`src/rtl/prog_loader_pkg.sv`:
```
// prog_loader_pkg: shared types and constants for the program loader.
//   loader_state_t : loader FSM states
//   IMEM_WORDS     : instruction-memory depth in words (largest legal program)
//   byte-lane constants used to pack bytes into 32-bit little-endian words
package prog_loader_pkg;

  typedef enum logic [2:0] {
    ST_IDLE,
    ST_LOAD,
    ST_CHECK,
    ST_HOLD,
    ST_RUN,
    ST_ERROR
  } loader_state_t;

  localparam int IMEM_WORDS     = 128;
  localparam int BYTES_PER_WORD = 4;
  localparam int LANE_W         = 2;
  localparam logic [LANE_W-1:0] LAST_LANE = 2'd3;

endpackage

```
`src/rtl/prog_loader_byte_packer.sv`:
```
// byte_packer: packs accepted bytes into 32-bit little-endian words.
//   clk, rst    : clock, synchronous active-high reset
//   clr         : restart packing at lane 0 (new load)
//   byte_en     : a byte is accepted this cycle
//   byte_in     : accepted byte
//   lane        : lane the next accepted byte lands in (byte k -> bits [8k+7:8k])
//   word        : last completed word (registered, held until the next one)
//   word_valid  : one-cycle pulse, the cycle after the 4th byte of a word
module byte_packer
  import prog_loader_pkg::*;
(
  input  logic              clk,
  input  logic              rst,
  input  logic              clr,
  input  logic              byte_en,
  input  logic [7:0]        byte_in,
  output logic [LANE_W-1:0] lane,
  output logic [31:0]       word,
  output logic              word_valid
);

  logic [LANE_W-1:0] lane_reg;
  logic [23:0]       low_reg;     // lanes 0..2 of the word being assembled
  logic [31:0]       word_reg;
  logic              valid_reg;
  logic [BYTES_PER_WORD-2:0] lane_hit;
  logic              last_byte;

  generate
    for (genvar gi = 0; gi < BYTES_PER_WORD - 1; gi++) begin : g_lane
      assign lane_hit[gi] = byte_en && (lane_reg == LANE_W'(gi));
    end
  endgenerate

  assign last_byte = byte_en && (lane_reg == LAST_LANE);

  always_ff @(posedge clk) begin
    if (rst || clr) begin
      lane_reg  <= '0;
      valid_reg <= 1'b0;
    end else begin
      if (byte_en) lane_reg <= lane_reg + 1'b1;
      valid_reg <= last_byte;
    end
  end

  always_ff @(posedge clk) begin
    if (rst) begin
      low_reg  <= '0;
      word_reg <= '0;
    end else begin
      for (int i = 0; i < BYTES_PER_WORD - 1; i++) begin
        if (lane_hit[i]) low_reg[8*i +: 8] <= byte_in;
      end
      // The top byte completes the word directly, so the word is ready
      // the cycle after the 4th byte with no extra stage.
      if (last_byte) word_reg <= {byte_in, low_reg};
    end
  end

  assign lane       = lane_reg;
  assign word       = word_reg;
  assign word_valid = valid_reg;

endmodule

```
`src/rtl/prog_loader.sv`:
```
// prog_loader: loads a byte-streamed program into the CPU instruction memory,
// holding the CPU in reset during the load, then releasing it to run from PC 0.
//   clk, rst             : clock, synchronous active-high reset
//   start, num_words     : begin a load of num_words words (legal 1..128)
//   s_data/s_valid/s_ready : byte stream handshake
//   inst_data/inst_addr/inst_wen : IMEM write port
//   cpu_rst, cpu_enb     : CPU reset / PC enable
//   busy, done, err, words_loaded : status
// Optional build macro PROG_LOADER_CHECKSUM_EN: after the program a 4-byte
// XOR checksum word is consumed and verified before the CPU is released.
module prog_loader
  import prog_loader_pkg::*;
#(
  parameter int ADDR_W   = 7,
  parameter int RST_HOLD = 4
) (
  input  logic              clk,
  input  logic              rst,
  input  logic              start,
  input  logic [7:0]        num_words,
  input  logic [7:0]        s_data,
  input  logic              s_valid,
  output logic              s_ready,
  output logic [31:0]       inst_data,
  output logic [ADDR_W-1:0] inst_addr,
  output logic              inst_wen,
  output logic              cpu_rst,
  output logic              cpu_enb,
  output logic              busy,
  output logic              done,
  output logic              err,
  output logic [7:0]        words_loaded
);

  loader_state_t     state_reg, state_next;
  logic              s_ready_reg, s_ready_next;
  logic              wen_reg, wen_next;
  logic [ADDR_W-1:0] addr_reg, addr_next;
  logic [7:0]        wl_reg, wl_next;       // also the index of the next word
  logic [7:0]        len_reg, len_next;
  logic [7:0]        hold_reg, hold_next;
  logic              cpu_rst_reg, cpu_rst_next;
  logic              cpu_enb_reg, cpu_enb_next;
  logic              busy_reg, busy_next;
  logic              done_reg, done_next;
  logic              err_reg, err_next;
  logic              packer_clr;

  logic              byte_fire, last_byte;
  logic [LANE_W-1:0] lane;
  logic [31:0]       word;
  logic              word_valid;

`ifdef PROG_LOADER_CHECKSUM_EN
  logic [31:0]       xor_reg, xor_next;
`else
  logic              unused_word_valid;
  assign unused_word_valid = word_valid;
`endif

  assign byte_fire = s_valid && s_ready_reg;
  assign last_byte = byte_fire && (lane == LAST_LANE);

  byte_packer u_packer (
    .clk        (clk),
    .rst        (rst),
    .clr        (packer_clr),
    .byte_en    (byte_fire),
    .byte_in    (s_data),
    .lane       (lane),
    .word       (word),
    .word_valid (word_valid)
  );

  always_comb begin
    state_next   = state_reg;
    s_ready_next = s_ready_reg;
    wen_next     = 1'b0;
    addr_next    = addr_reg;
    wl_next      = wl_reg;
    len_next     = len_reg;
    hold_next    = hold_reg;
    cpu_rst_next = cpu_rst_reg;
    cpu_enb_next = cpu_enb_reg;
    done_next    = 1'b0;
    err_next     = err_reg;
    packer_clr   = 1'b0;
`ifdef PROG_LOADER_CHECKSUM_EN
    xor_next     = wen_reg ? (xor_reg ^ word) : xor_reg;
`endif

    case (state_reg)
      ST_IDLE, ST_RUN, ST_ERROR: begin
        if (start) begin
          if (num_words == 8'd0 || num_words > 8'(IMEM_WORDS)) begin
            // CPU outputs are left alone: a running CPU keeps running,
            // a parked one stays parked.
            err_next   = 1'b1;
            state_next = ST_ERROR;
          end else begin
            err_next     = 1'b0;
            len_next     = num_words;
            wl_next      = 8'd0;
            packer_clr   = 1'b1;
            s_ready_next = 1'b1;
            cpu_rst_next = 1'b1;
            cpu_enb_next = 1'b0;
            state_next   = ST_LOAD;
`ifdef PROG_LOADER_CHECKSUM_EN
            xor_next     = '0;
`endif
          end
        end
      end

      ST_LOAD: begin
        if (last_byte) begin
          wen_next  = 1'b1;
          addr_next = wl_reg[ADDR_W-1:0];
          wl_next   = wl_reg + 8'd1;
          if (wl_reg == len_reg - 8'd1) begin
`ifdef PROG_LOADER_CHECKSUM_EN
            // Keep s_ready high: the checksum bytes follow without a bubble.
            state_next   = ST_CHECK;
`else
            // The final write is issued during the first HOLD count, so the
            // counter starts one above RST_HOLD's visible hold window.
            s_ready_next = 1'b0;
            hold_next    = 8'(RST_HOLD);
            state_next   = ST_HOLD;
`endif
          end
        end
      end

`ifdef PROG_LOADER_CHECKSUM_EN
      ST_CHECK: begin
        if (last_byte) s_ready_next = 1'b0;
        // word_valid coincides with the last program write on CHECK entry;
        // only a word_valid without a write is the checksum word.
        if (word_valid && !wen_reg) begin
          if (word == xor_reg) begin
            hold_next  = 8'(RST_HOLD);
            state_next = ST_HOLD;
          end else begin
            err_next   = 1'b1;
            state_next = ST_ERROR;
          end
        end
      end
`endif

      ST_HOLD: begin
        if (hold_reg == 8'd0) begin
          cpu_rst_next = 1'b0;
          cpu_enb_next = 1'b1;
          done_next    = 1'b1;
          state_next   = ST_RUN;
        end else begin
          hold_next = hold_reg - 8'd1;
        end
      end

      default: state_next = ST_IDLE;
    endcase

    busy_next = (state_next == ST_LOAD) || (state_next == ST_CHECK) ||
                (state_next == ST_HOLD);
  end

  always_ff @(posedge clk) begin
    if (rst) begin
      state_reg   <= ST_IDLE;
      s_ready_reg <= 1'b0;
      wen_reg     <= 1'b0;
      addr_reg    <= '0;
      wl_reg      <= 8'd0;
      len_reg     <= 8'd0;
      hold_reg    <= 8'd0;
      cpu_rst_reg <= 1'b1;
      cpu_enb_reg <= 1'b0;
      busy_reg    <= 1'b0;
      done_reg    <= 1'b0;
      err_reg     <= 1'b0;
`ifdef PROG_LOADER_CHECKSUM_EN
      xor_reg     <= '0;
`endif
    end else begin
      state_reg   <= state_next;
      s_ready_reg <= s_ready_next;
      wen_reg     <= wen_next;
      addr_reg    <= addr_next;
      wl_reg      <= wl_next;
      len_reg     <= len_next;
      hold_reg    <= hold_next;
      cpu_rst_reg <= cpu_rst_next;
      cpu_enb_reg <= cpu_enb_next;
      busy_reg    <= busy_next;
      done_reg    <= done_next;
      err_reg     <= err_next;
`ifdef PROG_LOADER_CHECKSUM_EN
      xor_reg     <= xor_next;
`endif
    end
  end

  assign s_ready      = s_ready_reg;
  assign inst_data    = word;
  assign inst_addr    = addr_reg;
  assign inst_wen     = wen_reg;
  assign cpu_rst      = cpu_rst_reg;
  assign cpu_enb      = cpu_enb_reg;
  assign busy         = busy_reg;
  assign done         = done_reg;
  assign err          = err_reg;
  assign words_loaded = wl_reg;

endmodule
```
`config.mk`:
```
export PLATFORM = sky130hd
export DESIGN_NAME = prog_loader
export DESIGN_NICKNAME = d
export VERILOG_FILES = /design/src/rtl/prog_loader_pkg.sv /design/src/rtl/prog_loader_byte_packer.sv /design/src/rtl/prog_loader.sv
export SDC_FILE = /design/constraint.sdc
export NUM_CORES = 1
export LEC_CHECK = 0
export CORE_UTILIZATION = 39
export DETAILED_ROUTE_END_ITERATION = 7
export PLACE_DENSITY = 0.64
export SLEW_MARGIN = 20
export SYNTH_ARGS = -nofsm -noshare
export SYNTH_HDL_FRONTEND = slang
export SYNTH_SLANG_ARGS = --single-unit
```
`constraint.sdc`:
```
create_clock -name clk -period 2.55 [get_ports clk]
set_clock_uncertainty 0.2 [all_clocks]
set_input_delay 0.51 -clock clk [delete_from_list [all_inputs] [get_ports clk]]
set_output_delay 0.51 -clock clk [all_outputs]
set_load 0.01 [all_outputs]
```
==> results.md <==
- Status: complete, no violations
- Crit share post-route: 0.922
- VDD IR-drop max: 260 uV
- First-pass GRT wire length: 16,200 um
- Met2 usage: 0.287
- Post-DR vias/cell: 4.99
- Async set or reset register ratio after synthesis: 0
- Final Max Tran Viols: 0
- Die W: 104 um
- Pwr Total: 2.74 mW
- Final hold slack: 0.257 ns
- Crit path cell chain: inv_1 -> ha_1 -> or3b_2 -> nor4_1 -> o2111ai_1 -> a211oi_4 -> o32ai_1
- Commonest non-fill, non-tap cell in the layout: nand2_1
- Endpoints failing setup: 0
- Worst Slack Setup Final: 0.199 ns
- Post-layout minimum cycle time: roughly 2.4 ns
- Synthesis-to-layout area growth: 27.6%
- CTS tree: yes
- WL final: between 9000 and 10,000 um
- Pre-CTS setup slack: -0.0282 ns
- Pint: 2.07 mW
- All-Layer GR Usage: 0.185
- HP Start: u_packer.word[12]
- Slew at the pin closest to its max-slew limit: approximately 0.42 ns
- Largest net degree at the start of global routing: between 40 and 50
- Crit end category: register
- Worst-Skew Late Latency: approximately 0.36 ns
- Unique masters post-synth: between 50 and 60
- DRT Pass-1 Iters: 4
- Reg clk slew, reported paths: ~0.1 ns
- Setup repair after global routing missed its margin: false
- Worst Reg-to-Reg Cells: 7
- Die Y: between 100 and 150 um
- Max Clock Freq: approximately 430 MHz
- Share of layout cells above drive strength 1: 0.0676
- Final Util: 0.520
- Max incr delay on CP: ~0.50 ns
- Fin Setup TNS: 0 ns
- Synth warnings: 0
- Worst Hold Class: register to register
- DIE AREA: approximately 0.011 sq mm
- CTS H-tree depth: 3
- Worst path slowest cell: or3b_2
- Register share of total power: 0.576
- FILL cells: ~1,000
- GPL Wtd Cong: between 0.7 and 0.8
- Antenna diode count: 0
- Synthesized area: between 0.004 and 0.005 sq mm
- Final-stage net count: roughly 590
- Seq/Total Area, Yosys: 0.491
- Main synth FF type: dfxtp_1
- Sequential Area: around 0.0020 sq mm
- Flops & latches, synth: 99
- Leak: about 1.7 nW
- Total of max-cap violations: 0
- Input/output buffers: 73
- Root buf cell: clkbuf_8
- Met3 usage: 0.0334
- Vias: ~3,500
- Area of the multi-input gates: approximately 0.0019 sq mm
- Layer with the highest usage: met2
- Worst path bufs/invs: 1
- CTS Buf Count: 9
- Net Sw Frac: 0.244
- CP Max Fanout: 8
- Comb pwr share: 0.073
- Core Region: about 0.0099 sq mm
- DRC violations left: 0
- Switching power: 668 uW
- Top Ports: 74
- GRT overflow: 0
- Placement Rows: 36
- Antenna violations before repair: 0
- Longest Clk Path Bufs: 2
- Postcts setup bufs: 0
- Syn Area/Cell: 8.28 sq um
- Crit-path leading delay family: compound AO/OA/AOI/OAI gates
- Hold path endpoint: u_packer.word[12]
- Critical Path Start Type: register
- Register-to-register setup slack: between 0.15 and 0.2 ns
- Post_cts resized: 0
- DRT antenna net count: 0
- Most frequent cells in the layout: 114 x nand2_1, 99 x dfxtp_1, 74 x a21oi_1, 72 x clkdlybuf4s50_1
- Crit path DAT: roughly 2.4 ns
- Post-DP HPWL: roughly 6700 um
- Clk sinks: a little under 100
- RR Startpoint: len_reg[1]
- DR WL/cell: 13.7 um
- Final Hold Violating Endpoints: 0
- Slew HR: 0.717
- Largest register FFs: 32
- Post-synth EDFFs: 0
- Hold path cells: 2
- Initial core utilization: 0.408
- Req. time, crit path: 2.59 ns
- Reg2reg end: hold_reg[1]
- Hold_buf cts: 0
- Syn nets: about 520
- Post-synthesis cell count: about 490
- Vias in the first global route: around 3,400
- Initial detailed-routing violation count: slightly above 100
- Clock power frac: 0.351
- Met1 usage in global routing: 0.251
- PD cells: approximately 530 mW/mm^2
- Kind of critical path: register to register
how the worst max path moves through the flow:
stage	start	endpoint	slack (ns)	cells after the start
after global placement	num_words[3]	len_reg[7]	0.08	7
after CTS	len_reg[1]	hold_reg[1]	0.11	7
after floorplan	len_reg[0]	hold_reg[1]	0.36	7
final	len_reg[1]	hold_reg[1]	0.20	7
after detailed placement	num_words[4]	len_reg[7]	-0.03	7
after global routing	len_reg[1]	s_ready	0.06	7
power groups by stage:
| stage | combinational [mW] | sequential (mW) | clock (mW) |
|---|---|---|---|
| global placement | 0.196 | 1.61 | 0 |
| global route | 0.217 | 1.58 | 1.04 |
| finish | 0.199 | 1.58 | 0.962 |
| floorplan | 0.111 | 1.61 | 0 |
| detailed placement | 0.198 | 1.61 | 0 |
| CTS | 0.199 | 1.58 | 0.990 |
per-stage QoR:
stage          instances  area [sq um]
4_1_cts              695          5150
6_report             695          5150
3_3_place_gp         679          4960
5_1_grt              695          5150
2_1_floorplan        488          4040
3_5_place_dp         679          4960
synth_stat cells (3+ instances only):
library cell,count,area [sq um]
a21oi_1,74,370
and2_1,4,25.0
clkbuf_1,24,90.1
dfxtp_1,99,1980
ha_1,8,100
inv_1,13,48.8
mux2i_1,13,130
nand2_1,114,428
nand2b_1,4,25.0
nand3_1,27,135
nand3b_1,3,22.5
nor2_1,27,101
nor3_1,12,60.1
nor4_1,3,18.8
or3_1,4,25.0
xnor2_1,12,105
per-layer routing:
layer	routed length, um	vias to the layer above
li1	-	1783
met4	157	0
met3	350	11
met2	4310	59
met5	0	-
met1	4720	1615
area by class of cell:
class	instances	area share
flip-flops and latches	99	0.385
multi-input cells	346	0.367
repair buffers	88	0.170
well taps	133	0.0323
clock buffers	12	0.0301
inverters	13	0.00947
clock inverters	4	0.00656
tightest hold or removal path, cell delays in order, from the launching register on:
cell and delay (ns):
dfxtp_1 0.32, nand2_1 0.05, a21oi_1 0.05
kinds of logic (layout without fill, tap and decap cells):
group                    after synthesis  in the layout  share of synthesized area
XOR/XNOR                              14             14                     0.0304
AO/OA/AOI/OAI                         95             95                      0.134
AND/OR/NAND/NOR                      216            216                      0.247
buffers and inverters                 43            117                     0.0412
flip-flops                            99             99                      0.491
multiplexers                          13             13                     0.0322
adder cells (fa/ha/maj)                8              8                     0.0248
Power figures use the tool's default switching activity.
